### config.mk
export PLATFORM = sky130hd
export DESIGN_NAME = icap_arbiter
export DESIGN_NICKNAME = d
export VERILOG_FILES = /design/src/rtl/icap_arb_pkg.sv /design/src/rtl/icap_arbiter.sv
export SDC_FILE = /design/constraint.sdc
export NUM_CORES = 1
export LEC_CHECK = 0
export ABC_AREA = 1
export BUFFER_PORTS_ARGS = -buffer_cell sky130_fd_sc_hd__buf_2
export CAP_MARGIN = 10
export CORE_ASPECT_RATIO = 0.5
export CORE_UTILIZATION = 30
export DETAILED_ROUTE_END_ITERATION = 10
export PLACE_DENSITY = 0.71
export SLEW_MARGIN = 10
export SYNTH_ARGS = -nofsm -noshare
export SYNTH_HDL_FRONTEND = slang
export SYNTH_SLANG_ARGS = --single-unit
### constraint.sdc
create_clock -name icap_clk -period 4.1 [get_ports icap_clk]
set_input_delay 0.41 -clock icap_clk [delete_from_list [all_inputs] [get_ports icap_clk]]
set_output_delay 0.41 -clock icap_clk [all_outputs]
set_load 0.05 [all_outputs]
### src/rtl/icap_arb_pkg.sv
// Shared types and constants for the ICAP arbiter: FSM states, owner
// encodings and the value driven onto ICAPE3 when nobody owns it.
package icap_arb_pkg;

  typedef enum logic [2:0] {
    ST_IDLE     = 3'd0,
    ST_OWN_SEM  = 3'd1,
    ST_OWN_PRC  = 3'd2,
    ST_REL_WAIT = 3'd3,
    ST_GAP      = 3'd4
  } arb_state_t;

  typedef enum logic [1:0] {
    OWN_NONE = 2'b00,
    OWN_SEM  = 2'b01,
    OWN_PRC  = 2'b10
  } owner_t;

  // One requester's ICAP control bundle.
  typedef struct packed {
    logic        csib;
    logic        rdwrb;
    logic [31:0] data;
  } icap_port_t;

  localparam logic        ICAP_IDLE_CSIB  = 1'b1;
  localparam logic        ICAP_IDLE_RDWRB = 1'b1;
  localparam logic [31:0] ICAP_IDLE_DATA  = 32'h0;
  localparam icap_port_t  ICAP_IDLE       = '{csib: ICAP_IDLE_CSIB, rdwrb: ICAP_IDLE_RDWRB, data: ICAP_IDLE_DATA};

endpackage

### src/rtl/icap_arbiter.sv
// Two-way ICAPE3 arbiter between the SEM wrapper and the PR controller.
// Cooperative release via rel, forced revoke after REL_TIMEOUT cycles, and
// a deselected GAP between owners so ICAPE3 never sees back-to-back owners.
module icap_arbiter
  import icap_arb_pkg::*;
#(
  parameter int REL_TIMEOUT = 1024,
  parameter int GAP_CYCLES  = 2,
  parameter bit PRC_FIRST   = 1'b1
) (
  input  logic        icap_clk,
  input  logic        icap_rst_n,
  input  logic        sem_req,
  input  logic        prc_req,
  output logic        sem_gnt,
  output logic        prc_gnt,
  output logic        sem_rel,
  output logic        prc_rel,
  input  logic        sem_csib,
  input  logic        sem_rdwrb,
  input  logic        prc_csib,
  input  logic        prc_rdwrb,
  input  logic [31:0] sem_i,
  input  logic [31:0] prc_i,
  output logic        icap_csib,
  output logic        icap_rdwrb,
  output logic [31:0] icap_i,
  output logic [1:0]  owner,
  output logic        rel_timeout
);

  localparam int            CW       = (REL_TIMEOUT > 1) ? $clog2(REL_TIMEOUT) : 1;
  localparam logic [CW-1:0] CNT_LAST = CW'((REL_TIMEOUT > 0) ? REL_TIMEOUT - 1 : 0);
  localparam logic [CW-1:0] CNT_MAX  = '1;
  localparam int            GW       = (GAP_CYCLES > 1) ? $clog2(GAP_CYCLES) : 1;
  localparam logic [GW-1:0] GAP_LAST = GW'((GAP_CYCLES > 0) ? GAP_CYCLES - 1 : 0);
  // A zero-gap build skips GAP entirely after a release.
  localparam arb_state_t    REL_NEXT = (GAP_CYCLES == 0) ? ST_IDLE : ST_GAP;

  arb_state_t    state_q;
  owner_t        owner_q;
  owner_t        last_q;
  logic [CW-1:0] cnt_q;
  logic [GW-1:0] gap_q;
  logic          arm_q;   // blocks a grant on the first edge after reset
  logic          hold_req;
  logic          other_req;
  logic          pick_prc;
  icap_port_t    icap_port;

  assign hold_req  = (owner_q == OWN_PRC) ? prc_req : sem_req;
  assign other_req = (owner_q == OWN_PRC) ? sem_req : prc_req;
  // On a tie the requester that did not own last wins; fresh from reset PRC_FIRST decides.
  assign pick_prc  = prc_req && (!sem_req || (last_q == OWN_SEM) ||
                                 ((last_q == OWN_NONE) && PRC_FIRST));

  // Arbitration FSM; every handshake output is registered here.
  always_ff @(posedge icap_clk or negedge icap_rst_n) begin
    if (!icap_rst_n) begin
      state_q     <= ST_IDLE;
      owner_q     <= OWN_NONE;
      last_q      <= OWN_NONE;
      sem_gnt     <= 1'b0;
      prc_gnt     <= 1'b0;
      sem_rel     <= 1'b0;
      prc_rel     <= 1'b0;
      rel_timeout <= 1'b0;
      cnt_q       <= '0;
      gap_q       <= '0;
      arm_q       <= 1'b0;
    end else begin
      rel_timeout <= 1'b0;
      cnt_q       <= '0;
      gap_q       <= '0;
      arm_q       <= 1'b1;
      case (state_q)
        ST_IDLE: begin
          if (arm_q && (sem_req || prc_req)) begin
            if (pick_prc) begin
              state_q <= ST_OWN_PRC;
              owner_q <= OWN_PRC;
              prc_gnt <= 1'b1;
            end else begin
              state_q <= ST_OWN_SEM;
              owner_q <= OWN_SEM;
              sem_gnt <= 1'b1;
            end
          end
        end
        ST_OWN_SEM, ST_OWN_PRC: begin
          if (!hold_req) begin
            state_q <= REL_NEXT;
            last_q  <= owner_q;
            owner_q <= OWN_NONE;
            sem_gnt <= 1'b0;
            prc_gnt <= 1'b0;
          end else if (other_req) begin
            state_q <= ST_REL_WAIT;
            sem_rel <= (owner_q == OWN_SEM);
            prc_rel <= (owner_q == OWN_PRC);
          end
        end
        ST_REL_WAIT: begin
          if (!hold_req) begin
            // Holder let go on its own, even if the timeout hit this cycle.
            state_q <= REL_NEXT;
            last_q  <= owner_q;
            owner_q <= OWN_NONE;
            sem_gnt <= 1'b0;
            prc_gnt <= 1'b0;
            sem_rel <= 1'b0;
            prc_rel <= 1'b0;
          end else if (!other_req) begin
            // Contender withdrew: keep the holder, cancel the release request.
            state_q <= (owner_q == OWN_PRC) ? ST_OWN_PRC : ST_OWN_SEM;
            sem_rel <= 1'b0;
            prc_rel <= 1'b0;
          end else if (cnt_q == CNT_LAST) begin
            state_q     <= REL_NEXT;
            last_q      <= owner_q;
            owner_q     <= OWN_NONE;
            sem_gnt     <= 1'b0;
            prc_gnt     <= 1'b0;
            sem_rel     <= 1'b0;
            prc_rel     <= 1'b0;
            rel_timeout <= 1'b1;
          end else begin
            cnt_q <= (cnt_q == CNT_MAX) ? cnt_q : cnt_q + 1'b1;
          end
        end
        ST_GAP: begin
          if (gap_q == GAP_LAST) state_q <= ST_IDLE;
          else                   gap_q   <= gap_q + 1'b1;
        end
        default: begin
          state_q <= ST_IDLE;
          owner_q <= OWN_NONE;
          sem_gnt <= 1'b0;
          prc_gnt <= 1'b0;
          sem_rel <= 1'b0;
          prc_rel <= 1'b0;
        end
      endcase
    end
  end

  // ICAP mux keyed on the registered owner; idle value whenever nobody owns it.
  always_comb begin
    icap_port = ICAP_IDLE;
    case (owner_q)
      OWN_SEM: icap_port = '{csib: sem_csib, rdwrb: sem_rdwrb, data: sem_i};
      OWN_PRC: icap_port = '{csib: prc_csib, rdwrb: prc_rdwrb, data: prc_i};
      default: icap_port = ICAP_IDLE;
    endcase
  end

  assign icap_csib  = icap_port.csib;
  assign icap_rdwrb = icap_port.rdwrb;
  assign icap_i     = icap_port.data;
  assign owner      = owner_q;

endmodule

Yosys cells after proc, flatten, opt, wreduce, memory -nomap -nowiden
Index checks and enable logic that the tools add are counted.
{"block": "op_classes", "add_sub_neg": 2, "eq_ne": 19, "n_mux": 53, "bitwise": 2, "reduce_logical": 17}
{"operator": "$pmux W34 S2", "count": 1}
{"operator": "$mux W10", "count": 4}
{"operator": "$mux W2", "count": 12}
{"operator": "$mux W1", "count": 22}
{"operator": "$mux W3", "count": 7}
{"operator": "$ne A2 B2 Y1 const B", "count": 7}
{"operator": "$pmux W3 S4", "count": 1}
{"operator": "$reduce_and A4 Y1", "count": 3}
{"operator": "$reduce_and A6 Y1", "count": 2}
{"operator": "$add A10 B1 Y10 const B", "count": 1}
{"operator": "$eq A10 B10 Y1 const B", "count": 1}
{"operator": "$ne A3 B3 Y1 const B", "count": 3}
{"operator": "$pmux W1 S4", "count": 2}
{"operator": "$pmux W2 S4", "count": 1}
{"operator": "$eq A3 B2 Y1 const B", "count": 2}
{"operator": "$pmux W1 S3", "count": 2}
{"operator": "$reduce_and A5 Y1", "count": 1}
{"operator": "$eq A2 B1 Y1 const B", "count": 2}
{"operator": "$ne A4 B4 Y1 const B", "count": 1}
{"operator": "$pmux W2 S2", "count": 1}
{"operator": "$reduce_or A2 Y1", "count": 2}
{"operator": "$eq A3 B1 Y1 const B", "count": 1}
{"operator": "$eq A3 B3 Y1 const B", "count": 1}
{"operator": "$logic_not A3 Y1", "count": 1}
{"operator": "other kinds (8)", "count": 12}
{"block": "word_totals", "regBits": 24, "elab_cells": 104}

Longest topological paths before layout
{"block": "logic_depth", "ltp_word": 7, "mapped_depth": 11, "depth_no_buf": 11}

Worst setup path after synthesis
OpenSTA, ideal clock, no wires.
{"block": "synth_timing", "path_type": "register -> output", "start": "register owner_q[1] (netlist: owner[1])", "end": "output icap_i[0]", "t_arrival_ps": 2267, "path_slack_ps": 1423, "path_stages_with_launch": 6, "cell_sequence": "dfrtp_1 ha_1 buf_4 clkbuf_1 nand2_1 a21oi_1"}
{"block": "synth_between", "elab_chain_len": 2, "elab_cells_between_ends": 3}
{"element": "from (decl)", "line": "icap_arbiter.sv:41", "rtl": "owner_t owner_q;"}
{"element": "from (signal assigned)", "line": "icap_arbiter.sv:61", "rtl": "owner_q <= OWN_NONE;"}
{"element": "from (signal assigned)", "line": "icap_arbiter.sv:81", "rtl": "owner_q <= OWN_PRC;"}
{"element": "from (signal assigned)", "line": "icap_arbiter.sv:85", "rtl": "owner_q <= OWN_SEM;"}
{"element": "$eq A2 B2 Y1 / $eq A2 B1 Y1 (equally long branches)", "line": "icap_arbiter.sv:150", "rtl": "case (owner_q)"}
{"element": "$pmux W34 S2 *", "line": "icap_arbiter.sv:150"}
{"element": "to (decl)", "line": "icap_arbiter.sv:27", "rtl": "output logic [31:0] icap_i,"}
Mark *: on every way between the ends. The rest lies on a longest branch, timed or not.

Worst setup path in the final report
{"block": "layout_timing", "start": "register owner_q[0] (netlist: owner[0])", "end": "output icap_i[14]"}
Same word-level chain as after synthesis.

==> tab_implementation.tex <==
\begin{tabular}{lr}
\hline
Metric & Value \\
\hline
\multicolumn{2}{l}{\textbf{Run status}} \\
Status & completed \\
\multicolumn{2}{l}{\textbf{Logic synthesis}} \\
Post-synthesis net count & $\sim$350 \\
Count of distinct cell types in the synthesized netlist & 32 \\
Synth top area cells & sky130\_fd\_sc\_hd\_\_dfrtp\_1, sky130\_fd\_sc\_hd\_\_nand2\_1, sky130\_fd\_sc\_hd\_\_a21oi\_1, sky130\_fd\_sc\_hd\_\_nor2\_1, sky130\_fd\_sc\_hd\_\_inv\_1 \\
Portion of the post-synthesis area used by sequential elements & about 32\% \\
Post-synthesis instance area & $\sim$1800 µm² \\
Number of enable-type register cells in the synthesized netlist & 0 \\
Post-synthesis sequential element count & 23 \\
Top cell type's share of synthesized area & between 30 and 40\% \\
Number of standard cells after synthesis & 277 \\
Synth Warn \# & 0 \\
Average footprint of a synthesized cell & $\sim$6.4 µm² \\
Post-synthesis async set-or-reset flop share & 100\% \\
Dominant synthesized flop cell & sky130\_fd\_sc\_hd\_\_dfrtp\_1 \\
Largest area contributor in the netlist & sky130\_fd\_sc\_hd\_\_dfrtp\_1 \\
\multicolumn{2}{l}{\textbf{Worst setup path}} \\
Worst-path maximum fanout & 32 \\
Number of cells traversed by the worst register-to-register path & 11 \\
Data required time of the critical path & roughly 3700 ps \\
Sort of element at the end of the critical path & primary output \\
Launching element of the worst setup path & owner[0] \\
Endpoint arrival time on the critical path & between 2000 and 2500 ps \\
Startpoint-to-endpoint class of the critical path & flop to primary output \\
Critical path startpoint category & flop \\
Worst flop-to-flop path startpoint & owner[0] \\
\multicolumn{2}{l}{\textbf{Final layout}} \\
Number of flip-flops under the largest register name & 10 \\
Util after Layout & a little over two fifths \\
Share of final-layout standard cells stronger than drive strength 1 & 35.3\% \\
Most flops, register & cnt\_q \\
Number of antenna diodes & 0 \\
Layout Area Growth over Synthesis & 37.8\% \\
Number of nets at the end of the flow & 456 \\
\multicolumn{2}{l}{\textbf{Floorplanning}} \\
Ports placed on the boundary & between 100 and 150 \\
Floorplan die width & roughly 110 µm \\
Die Outline Area & 6270 µm² \\
Starting utilization of the core area & 31.8\% \\
Placement Rows & 19 \\
Core Region & between 5000 and 6000 µm² \\
Die boundary height & 56.5 µm \\
\multicolumn{2}{l}{\textbf{Place}} \\
Number of buffer cells added on primary ports & $\sim$110 \\
Final GP Congestion & $\sim$0.79 \\
Detailed-placement wirelength estimate & around 3.7 mm \\
\multicolumn{2}{l}{\textbf{STA}} \\
Setup Skew & approximately 3.5 ps \\
Max-slew violation count & 0 \\
Fin crit share & about two thirds \\
Setup repair after global routing missed its margin & no \\
Final hold violation count & 0 \\
Tightest slew margin relative to the limit & between 20\% and 30\% \\
Worst hold slack across all endpoints & between 100 and 150 ps \\
Slew of the pin with the lowest slew margin & 1160 ps \\
Sum of negative setup slack & 0 ps \\
Tmin final & roughly 2800 ps \\
Fmax & around 0.36 GHz \\
Final setup violation count & 0 \\
\multicolumn{2}{l}{\textbf{Power and ir drop}} \\
Worst IR Drop VDD & roughly 330 µV \\
Power per Cell Area & $\sim$700 nW/µm² \\
Leakage power summed over all cells & 1.32 nW \\
\multicolumn{2}{l}{\textbf{Routing}} \\
Remaining antenna violation count & 0 \\
Wire per inst & $\sim$10 µm \\
Detailed Route Iter0 Violations & around 70 \\
Overall via count from detail\_route & 2014 \\
Remaining design rule violation count & 0 \\
Routed wire length & roughly 4.7 mm \\
Detailed Routing Iterations Pass 1 & 4 \\
Detailed-route vias per instance & approximately 4.4 \\
\multicolumn{2}{l}{\textbf{Clock network}} \\
Post-cts resize count & 0 \\
Number of post-CTS setup repair buffers & 0 \\
Clock transition at the register clock pins on the worst setup and hold paths after CTS & about 60 ps \\
CTS tree & done \\
Root cell of the clock tree & sky130\_fd\_sc\_hd\_\_clkbuf\_16 \\
Num Clock Sinks & 23 \\
H-tree levels & 1 \\
Post-CTS Hold Buffers & 0 \\
Cts bufs inserted & 3 \\
Clock latency on the worst-skew pair & 260 ps \\
Max Root-Sink Buffers & 2 \\
\multicolumn{2}{l}{\textbf{Global routing}} \\
GRT Total Usage & about 15\% \\
Via count of the first global-routing pass & 1819 \\
First-pass GRT wire length & 7.87 mm \\
Final global-route overflow total & 0 \\
Number of antenna violations at the first check in global routing & 0 \\
Pin count of the biggest net entering global routing & 36 \\
\multicolumn{2}{l}{\textbf{Job}} \\
\# Max-Cap Violations & 0 \\
\multicolumn{2}{l}{\textbf{Hold path}} \\
Type of the most critical hold path & input port to async pin \\
\hline
\end{tabular}
[layer usage]
metal	part of all wire (%)	wire (µm)	track usage, %	up-vias
li1	-	-	-	1084
met1	46	2160	19.9	878
met2	49	2290	25.5	48
met3	4.2	197	2.92	4
met4	0.56	26	4.25	0
met5	0	0	0	-
[final timing paths]
| check | end | slack (ps) |
|---|---|---|
| max | icap_i[14] | 1340 |
| max in group asynchronous | cnt_q[8] | 3630 |
| max reg2reg | last_q[1] | 1920 |
| min reg2reg | prc_gnt | 470 |
| min in group icap_clk | prc_gnt | 470 |
| min | cnt_q[2] | 130 |
[power by group]
group | switching (mW) | internal (mW) | leakage [nW] | total, mW
Clock | 0.0803 | 0.131 | 0.0409 | 0.211
Combinational | 0.908 | 0.290 | 0.969 | 1.20
Sequential | 0.0391 | 0.276 | 0.308 | 0.315
Total | 1.03 | 0.697 | 1.32 | 1.72
[cells by family (layout without fill, tap and decap cells)]
kind of cell | Yosys count | count (layout) | share of synthesized area [%]
compound gates | 42 | 42 | 13.5
other cells | 1 | 1 | 0.210
flops | 23 | 23 | 32.3
xor+xnor | 3 | 3 | 1.47
buf+inv | 32 | 135 | 7.51
fa+ha+maj | 3 | 3 | 2.11
simple gates | 173 | 173 | 42.9
[stage by stage]
stage	cell area, µm²	std cells	setup WS (ps)	total power, mW
floorplan	1780	277	1420	1.27
global placement	2380	449	1610	1.52
detailed placement	2380	449	1570	1.52
CTS	2460	453	1290	1.74
global route	2460	453	1070	1.85
finish	2460	453	1340	1.72
[synthesized netlist by cell type, drive strengths merged (3+ instances only)]
| library cell | number |
|---|---|
| nor3b | 3 |
| o21ai | 3 |
| a21oi | 35 |
| xor2 | 3 |
| nand3 | 13 |
| inv | 18 |
| nand2 | 124 |
| dfrtp | 23 |
| nor2 | 26 |
| clkbuf | 10 |
| buf | 4 |
| ha | 3 |
[critical path: stages, from the launching register on]
cell and delay (ps):
sky130_fd_sc_hd__dfrtp_1 400, sky130_fd_sc_hd__inv_1 60, sky130_fd_sc_hd__ha_1 850, sky130_fd_sc_hd__buf_4 300, sky130_fd_sc_hd__nand2_1 60, sky130_fd_sc_hd__a21oi_1 120, sky130_fd_sc_hd__buf_2 290
[area by class of cell]
| class | instances | area, µm² |
|---|---|---|
| fillers | 579 | 3150 |
| multi-input cells | 222 | 1070 |
| flip-flops and latches | 23 | 576 |
| repair buffers | 113 | 568 |
| well taps | 73 | 91.3 |
| clock buffers | 3 | 75.1 |
| inverters | 18 | 67.6 |
| clock inverters | 1 | 5.00 |
[cell usage in the layout (no fill, tap or decap), types with 2 or more instances in the layout]
cell type	netlist	final
sky130_fd_sc_hd__nor2_2	3	3
sky130_fd_sc_hd__buf_2	2	112
sky130_fd_sc_hd__dfrtp_1	23	23
sky130_fd_sc_hd__o21ai_0	2	2
sky130_fd_sc_hd__nor2_1	21	21
sky130_fd_sc_hd__nand2_2	2	2
sky130_fd_sc_hd__nor3b_2	2	2
sky130_fd_sc_hd__a221o_1	2	2
sky130_fd_sc_hd__nand3b_1	2	2
sky130_fd_sc_hd__ha_1	3	3
sky130_fd_sc_hd__inv_2	2	2
sky130_fd_sc_hd__clkbuf_16	0	3
sky130_fd_sc_hd__xor2_1	3	3
sky130_fd_sc_hd__nand3_1	11	11
sky130_fd_sc_hd__a21oi_1	35	35
sky130_fd_sc_hd__nor3_1	2	2
sky130_fd_sc_hd__nand4_1	2	2
sky130_fd_sc_hd__nand2_1	121	121
sky130_fd_sc_hd__inv_1	16	16
No activity file was read; power rests on OpenSTA's default activity.
